### src/rtl/cart_mbc1.sv
// MBC1 cartridge mapper: bank registers, address translation and a single-outstanding
// backing-store handshake. Define CART_RAM_EN to build in external cartridge RAM.
module cart_mbc1 (
  input  logic        clk,
  input  logic        rst,
  input  logic [15:0] a,
  input  logic [7:0]  din,
  output logic [7:0]  dout,
  input  logic        wr,
  input  logic        rd,
  output logic [21:0] mem_addr,
  output logic [7:0]  mem_wdata,
  output logic        mem_we,
  output logic        mem_req,
  input  logic        mem_ack,
  input  logic [7:0]  mem_rdata,
  output logic        busy
);

  localparam int unsigned AW   = 22;
  localparam int unsigned DW   = 8;
  localparam int unsigned BW   = 5;
  localparam int unsigned UW   = 2;

  typedef enum logic [1:0] {S_IDLE, S_REQ, S_DONE} state_t;

  state_t          state_q, state_d;
  logic            rd_prev_q, wr_prev_q;
  logic [DW-1:0]   dout_q, dout_d;
  logic [AW-1:0]   mem_addr_q, mem_addr_d;
  logic [DW-1:0]   mem_wdata_q, mem_wdata_d;
  logic            mem_we_q, mem_we_d;
  logic            mem_req_q, mem_req_d;
  logic            busy_q, busy_d;
  logic [BW-1:0]   rom_bank_q, rom_bank_d;
  logic [UW-1:0]   upper_q, upper_d;
  logic            mode_q, mode_d;
`ifdef CART_RAM_EN
  logic            ram_en_q, ram_en_d;
`endif
  logic            rd_rise, wr_rise;

  // Next-state, register-file and address-translation logic
  always_comb begin
    state_d     = state_q;
    dout_d      = dout_q;
    mem_addr_d  = mem_addr_q;
    mem_wdata_d = mem_wdata_q;
    mem_we_d    = mem_we_q;
    mem_req_d   = mem_req_q;
    rom_bank_d  = rom_bank_q;
    upper_d     = upper_q;
    mode_d      = mode_q;
`ifdef CART_RAM_EN
    ram_en_d    = ram_en_q;
`endif
    rd_rise     = rd & ~rd_prev_q;
    wr_rise     = wr & ~wr_prev_q;

    unique case (state_q)
      S_IDLE: begin
        // A simultaneous read edge is dropped when a write edge is present
        if (wr_rise) begin
          case (a[15:13])
`ifdef CART_RAM_EN
            3'b000: ram_en_d = (din[3:0] == 4'hA);
`endif
            3'b001: rom_bank_d = (din[4:0] == 5'd0) ? 5'd1 : din[4:0];
            3'b010: upper_d    = din[1:0];
            3'b011: mode_d     = din[0];
`ifdef CART_RAM_EN
            3'b101: begin
              if (ram_en_q) begin
                state_d     = S_REQ;
                mem_req_d   = 1'b1;
                mem_we_d    = 1'b1;
                mem_wdata_d = din;
                mem_addr_d  = {1'b1, 6'b0, (mode_q ? upper_q : 2'b00), a[12:0]};
              end
            end
`endif
            default: ;
          endcase
        end else if (rd_rise) begin
          case (a[15:13])
            3'b000, 3'b001: begin
              state_d     = S_REQ;
              mem_req_d   = 1'b1;
              mem_we_d    = 1'b0;
              mem_wdata_d = din;
              mem_addr_d  = {1'b0, (mode_q ? {upper_q, 5'b0} : 7'd0), a[13:0]};
            end
            3'b010, 3'b011: begin
              state_d     = S_REQ;
              mem_req_d   = 1'b1;
              mem_we_d    = 1'b0;
              mem_wdata_d = din;
              mem_addr_d  = {1'b0, upper_q, rom_bank_q, a[13:0]};
            end
            3'b101: begin
`ifdef CART_RAM_EN
              if (ram_en_q) begin
                state_d     = S_REQ;
                mem_req_d   = 1'b1;
                mem_we_d    = 1'b0;
                mem_wdata_d = din;
                mem_addr_d  = {1'b1, 6'b0, (mode_q ? upper_q : 2'b00), a[12:0]};
              end else begin
                dout_d = 8'hFF;
              end
`else
              dout_d = 8'hFF;
`endif
            end
            default: ;
          endcase
        end
      end
      S_REQ: begin
        if (mem_ack) begin
          state_d   = S_DONE;
          mem_req_d = 1'b0;
          if (!mem_we_q) begin
            dout_d = mem_rdata;
          end
        end
      end
      S_DONE:  state_d = S_IDLE;
      default: state_d = S_IDLE;
    endcase

    busy_d = (state_d != S_IDLE);
  end

  always_ff @(posedge clk) begin
    if (rst) begin
      state_q     <= S_IDLE;
      rd_prev_q   <= 1'b0;
      wr_prev_q   <= 1'b0;
      dout_q      <= 8'hFF;
      mem_addr_q  <= '0;
      mem_wdata_q <= '0;
      mem_we_q    <= 1'b0;
      mem_req_q   <= 1'b0;
      busy_q      <= 1'b0;
      rom_bank_q  <= 5'd1;
      upper_q     <= '0;
      mode_q      <= 1'b0;
`ifdef CART_RAM_EN
      ram_en_q    <= 1'b0;
`endif
    end else begin
      state_q     <= state_d;
      rd_prev_q   <= rd;
      wr_prev_q   <= wr;
      dout_q      <= dout_d;
      mem_addr_q  <= mem_addr_d;
      mem_wdata_q <= mem_wdata_d;
      mem_we_q    <= mem_we_d;
      mem_req_q   <= mem_req_d;
      busy_q      <= busy_d;
      rom_bank_q  <= rom_bank_d;
      upper_q     <= upper_d;
      mode_q      <= mode_d;
`ifdef CART_RAM_EN
      ram_en_q    <= ram_en_d;
`endif
    end
  end

  assign dout      = dout_q;
  assign mem_addr  = mem_addr_q;
  assign mem_wdata = mem_wdata_q;
  assign mem_we    = mem_we_q;
  assign mem_req   = mem_req_q;
  assign busy      = busy_q;

endmodule

### config.mk
export PLATFORM = sky130hd
export DESIGN_NAME = cart_mbc1
export DESIGN_NICKNAME = d
export VERILOG_FILES = /design/src/rtl/cart_mbc1.sv
export SDC_FILE = /design/constraint.sdc
export NUM_CORES = 1
export LEC_CHECK = 0
export CAP_MARGIN = 10
export CELL_PAD_IN_SITES_DETAIL_PLACEMENT = 0
export CELL_PAD_IN_SITES_GLOBAL_PLACEMENT = 2
export CORE_MARGIN = 2
export CORE_UTILIZATION = 28
export CTS_BUF_LIST = sky130_fd_sc_hd__clkbuf_4 sky130_fd_sc_hd__clkbuf_8 sky130_fd_sc_hd__clkbuf_16
export DETAILED_ROUTE_END_ITERATION = 6
export PLACE_DENSITY_LB_ADDON = 0.05
export SYNTH_ARGS = -nofsm -noshare
export SYNTH_HDL_FRONTEND = slang
export SYNTH_SLANG_ARGS = --single-unit
### constraint.sdc
create_clock -name clk -period 4.3 [get_ports clk]
set_input_delay 0.43 -clock clk [delete_from_list [all_inputs] [get_ports clk]]
set_output_delay 0.43 -clock clk [all_outputs]
set_load 0.03 [all_outputs]
# --- Yosys cells after proc, flatten, opt, wreduce, memory -nomap -nowiden ---
# Index checks and enable logic that the tools add are counted.
op_classes:
  eq_ne: 10
  muxes: 18
  n_bitwise: 5
  reduce_logical: 16
ops:
  columns: ["cell", "count"]
  rows:
  - ["one-hot mux 22 bit (2 select lines)", 1]
  - ["two-way mux 8 bit", 4]
  - ["one-hot mux 8 bit (2 select lines)", 1]
  - ["AND reduction 5 bit", 2]
  - ["AND reduction 3 bit", 3]
  - ["two-way mux 2 bit", 4]
  - ["inequality test 2 bit, second input constant", 4]
  - ["AND reduction 4 bit", 2]
  - ["two-way mux 7 bit", 1]
  - ["equality test 3 x 2 -> 1 bit, second input constant", 2]
  - ["nonzero test 2 bit", 3]
  - ["zero test 5 bit", 1]
  - ["two-way mux 5 bit", 1]
  - ["two-way mux 1 bit", 4]
  - ["one-hot mux 2 bit (2 select lines)", 1]
  - ["OR reduction 2 bit", 2]
  - ["OR reduction 4 bit", 1]
  - ["equality test 3 x 1 -> 1 bit, second input constant", 1]
  - ["equality test 3 bit, second input constant", 1]
  - ["zero test 3 bit", 1]
  - ["NOT 1 bit", 3]
  - ["bitwise AND 1 bit", 2]
  - ["equality test 2 x 1 -> 1 bit, second input constant", 1]
  - ["zero test 2 bit", 1]
  - ["other kinds (2)", 2]
word_totals:
  regBits: 52
  inputBits: 37
  wordCells: 60

# --- Longest topological paths before layout ---
depth:
  depth_word: 7
  depth_mapped: 6
  ltp_nobuf: 3

# --- Worst setup path before layout ---
# No wires, ideal clock.
synth_path:
  path_type: "flip-flop to flip-flop"
  from: "reg state_q[0]"
  to: "reg rom_bank_q[0]"
  setup_time_ns: 0.123
  t_arrival_ns: 1.603
  slack_ns: 2.574
  path_stages_with_launch: 6
  n_path_buf: 2
  synth_period_minus_slack_ns: 1.726
  path_cell_list: "dfxtp_1 -> buf_6 -> or4b_4 -> or4_4 -> buf_6 -> mux2i_1"
synth_via:
  elab_chain_len: 2
synth_rtl:
  columns: ["element", "line_no", "rtl"]
  rows:
  - ["from (decl)", "27", "state_t state_q, state_d;"]
  - ["from (signal assigned)", "153", "state_q <= state_d;"]
  - ["zero test 2 bit", "60", "unique case (state_q)"]
  - ["AND reduction 3 bit (no source line)", null, null]
  - ["to (signal assigned)", "162", "rom_bank_q <= rom_bank_d;"]
  - ["to (decl)", "35", "logic [BW-1:0] rom_bank_q, rom_bank_d;"]
# Every way passes these cells.
# A chain may end at the register's enable or synchronous reset.

==> results.toml <==
[clock_tree]
cts_buffers = 5
clock_latency_ps = 300
tritoncts = "done"
cts_sinks = 51
cts-hold-fix-buffers = 0
path_clk_slew_ps = 80
cts_setup_buffers = 0
htreeDepth = 2
cts_root_buf = "clkbuf_8"
cts.repair.resized = 0
cts.path.max_buffers = 2

[routing]
top_layer = "met4"
firstDrtPassIters = 4
wl_met2_um = 2894
drt-total-wl_um = 6223
drc = 0
antenna_left = 0
vias = 1989
drtIter0Drc = 59
vias_per_cell = 5.023
wire_per_inst_um = 15.71
wl_met3_um = 308
met1Wirelength_um = 2973

[place]
portBuffers = 75
dp_hpwl_um = 4051
dpl_cell_area_sq_um = 2997
gp_congestion = 0.6703
dp_slack_ps = 1517

[sta]
finalCriticalPeriod_ps = 2462
final.setup.tns_ps = 0
drv_slew = 0
max_freq_ghz = 0.4062
post-route-period-util_pct = 57.26
tightest_slew_ps = 1101
clock-skew-final_ps = 10.77
rsz0062_at_grt = "false"
finalSetupViolations = 0
hold_viol = 0
timing.hold.ws_ps = 464.9
worst_slack_ps = 1838
slew_headroom_pct = 25.43

[die]
die_x_um = 92.69
num_rows = 32
core_area_sq_um = 7687
pin_count = 78
start_util_pct = 28.65
die_area_sq_um = 8591
die_h_um = 92.69

[synth]
async_flop_share_pct = 0
ys_warn_count = 0
synth_top_flop_cell = "dfxtp_1"
synth_edf_count = 0
netlist_area_sq_um = 2202
synth-seq-area-share_pct = 46.36
synth_area_per_cell_sq_um = 9.411
synthCells = 234
synth-seq-cells = 51
synth.distinct_cells = 32

[power]
leakage_nw = 1.067
clockPowerShare_pct = 29.5
seqPwrFrac_pct = 53.3
vdd.ir_drop.worst_uv = 135.8
power.total_uw = 923.9
p_sw_share_pct = 26.37
switchingPower_uw = 243.6
p_int_uw = 680.3
powerDensity_nw_per_um2 = 299.6
p_comb_share_pct = 17.2

[setup_path]
start_kind = "input port"
r2r_slack_ps = 2060
critPathKind = "in -> reg"
cp.arrival_ps = 2600
critPathRequiredTime_ps = 4440
endpoint_kind = "flop"
crit_fanout = 31

[global_routing]
overflow = 0
antenna_found_initial = 0
grt_usage_pct = 14.68
first_global_vias = 2028
grt_pass1_wl_um = 10210
grt_max_degree = 33

[final_layout]
fill_cells = 799
final_cell_area_sq_um = 3084
drive_gt1_share_pct = 7.143
area_growth_pct = 40.06
fin_nets = 331
antennaDiodeCount = 0

[outcome]
status = "finished, final reports clean"

[job]
drv_cap = 0

[hold_path]
hold_class = "reg -> reg"
[cell type report]
| class | count | area [sq um] | area share, % |
|---|---|---|---|
| clock buffer | 6 | 82.58 | 2.677 |
| inverter | 2 | 7.507 | 0.2434 |
| tap | 102 | 127.6 | 4.138 |
| sequential | 51 | 1021 | 33.10 |
| multi-input combinational | 154 | 1052 | 34.12 |
| clock inverter | 1 | 5.005 | 0.1623 |
| timing repair buffer | 80 | 788.3 | 25.56 |
[Yosys cell counts (2+ instances only)]
cell type | instances | area [sq um]
o311ai_0 | 6 | 52.55
nor2b_1 | 6 | 37.54
buf_4 | 2 | 15.01
o31ai_1 | 31 | 232.7
nor3_1 | 7 | 35.03
a21oi_1 | 19 | 95.09
nand2b_1 | 16 | 100.1
dfxtp_1 | 51 | 1021
nand2_1 | 8 | 30.03
nand4_1 | 17 | 106.4
nor2_1 | 3 | 11.26
inv_1 | 2 | 7.510
clkbuf_1 | 23 | 86.33
nor4_1 | 6 | 37.54
a31o_2 | 5 | 43.79
mux2i_1 | 8 | 80.08
a2bb2oi_1 | 8 | 70.07
buf_6 | 2 | 22.52
[worst max-delay path, cell delays in order]
cell and delay [ps]:
clkdlybuf4s50_1 400, buf_4 230, inv_1 720, o311ai_1 550, a2bb2oi_1 260
[power by group through the flow]
stage / Sequential [mW] / Combinational, mW / Clock, mW
6_report: 0.493 / 0.159 / 0.272
5_1_grt: 0.495 / 0.170 / 0.304
4_1_cts: 0.493 / 0.161 / 0.289
3_5_place_dp: 0.504 / 0.160 / 0
3_3_place_gp: 0.505 / 0.160 / 0
2_1_floorplan: 0.521 / 0.0681 / 0
[kinds of logic (layout without fill, tap and decap cells)]
group                  after synthesis  in the layout  synth area share, %
other                                1              2               0.1703
buffers and inverters               30             89                6.136
AO/OA/AOI/OAI                       75             75                24.83
multiplexers                         8              8                3.637
flip-flops                          51             51                46.36
AND/OR/NAND/NOR                     69             69                18.86
[through the flow]
stage | std cells | util (%)
3_3_place_gp | 389 | 38.98
5_1_grt | 396 | 40.12
3_5_place_dp | 389 | 38.98
2_1_floorplan | 235 | -
4_1_cts | 396 | 40.12
6_report | 396 | 40.12
[worst paths after layout]
kind | from | endpoint | cells after the start
setup / recovery | rst | dout[2] | 5
hold / removal | rom_bank_q[2] | mem_addr[16] | 2
setup reg to reg | state_q[1] | mem_wdata[0] | 3
hold reg to reg | rom_bank_q[2] | mem_addr[16] | 2
[flip-flops by register name, indices dropped and copies added, names as in the netlist]
| name | count |
|---|---|
| dout | 8 |
| wr_prev_q | 1 |
| rd_prev_q | 1 |
| state_q | 2 |
| mem_addr | 21 |
| mem_req | 1 |
| mode_q | 1 |
| busy | 1 |
| mem_wdata | 8 |
| upper_q | 2 |
| rom_bank_q | 5 |
[layer usage]
layer	vias up	GRT usage [%]
met5	-	0
met4	0	2.941
met3	4	3.743
met2	48	23.78
met1	928	19.90
li1	1009	-
[cell usage in the layout (no fill, tap or decap), drive strengths merged]
cell           count
nor2b              6
mux2i              8
nand4bb            1
a41o               1
nor4               6
nor3               8
clkdlybuf4s50     75
clkinv             1
a22o               1
a2bb2oi            8
nand2              8
or4b               1
o311ai             7
a21boi             1
clkbuf             6
or4                1
nor2               3
or3                1
nand4             17
dfxtp             51
a31o               5
a21oi             19
o311a              1
nand2b            16
conb               2
nand3              1
inv                2
o31ai             31
buf                5
o21a               1
Note: power is estimated with default switching activity, not from simulation.
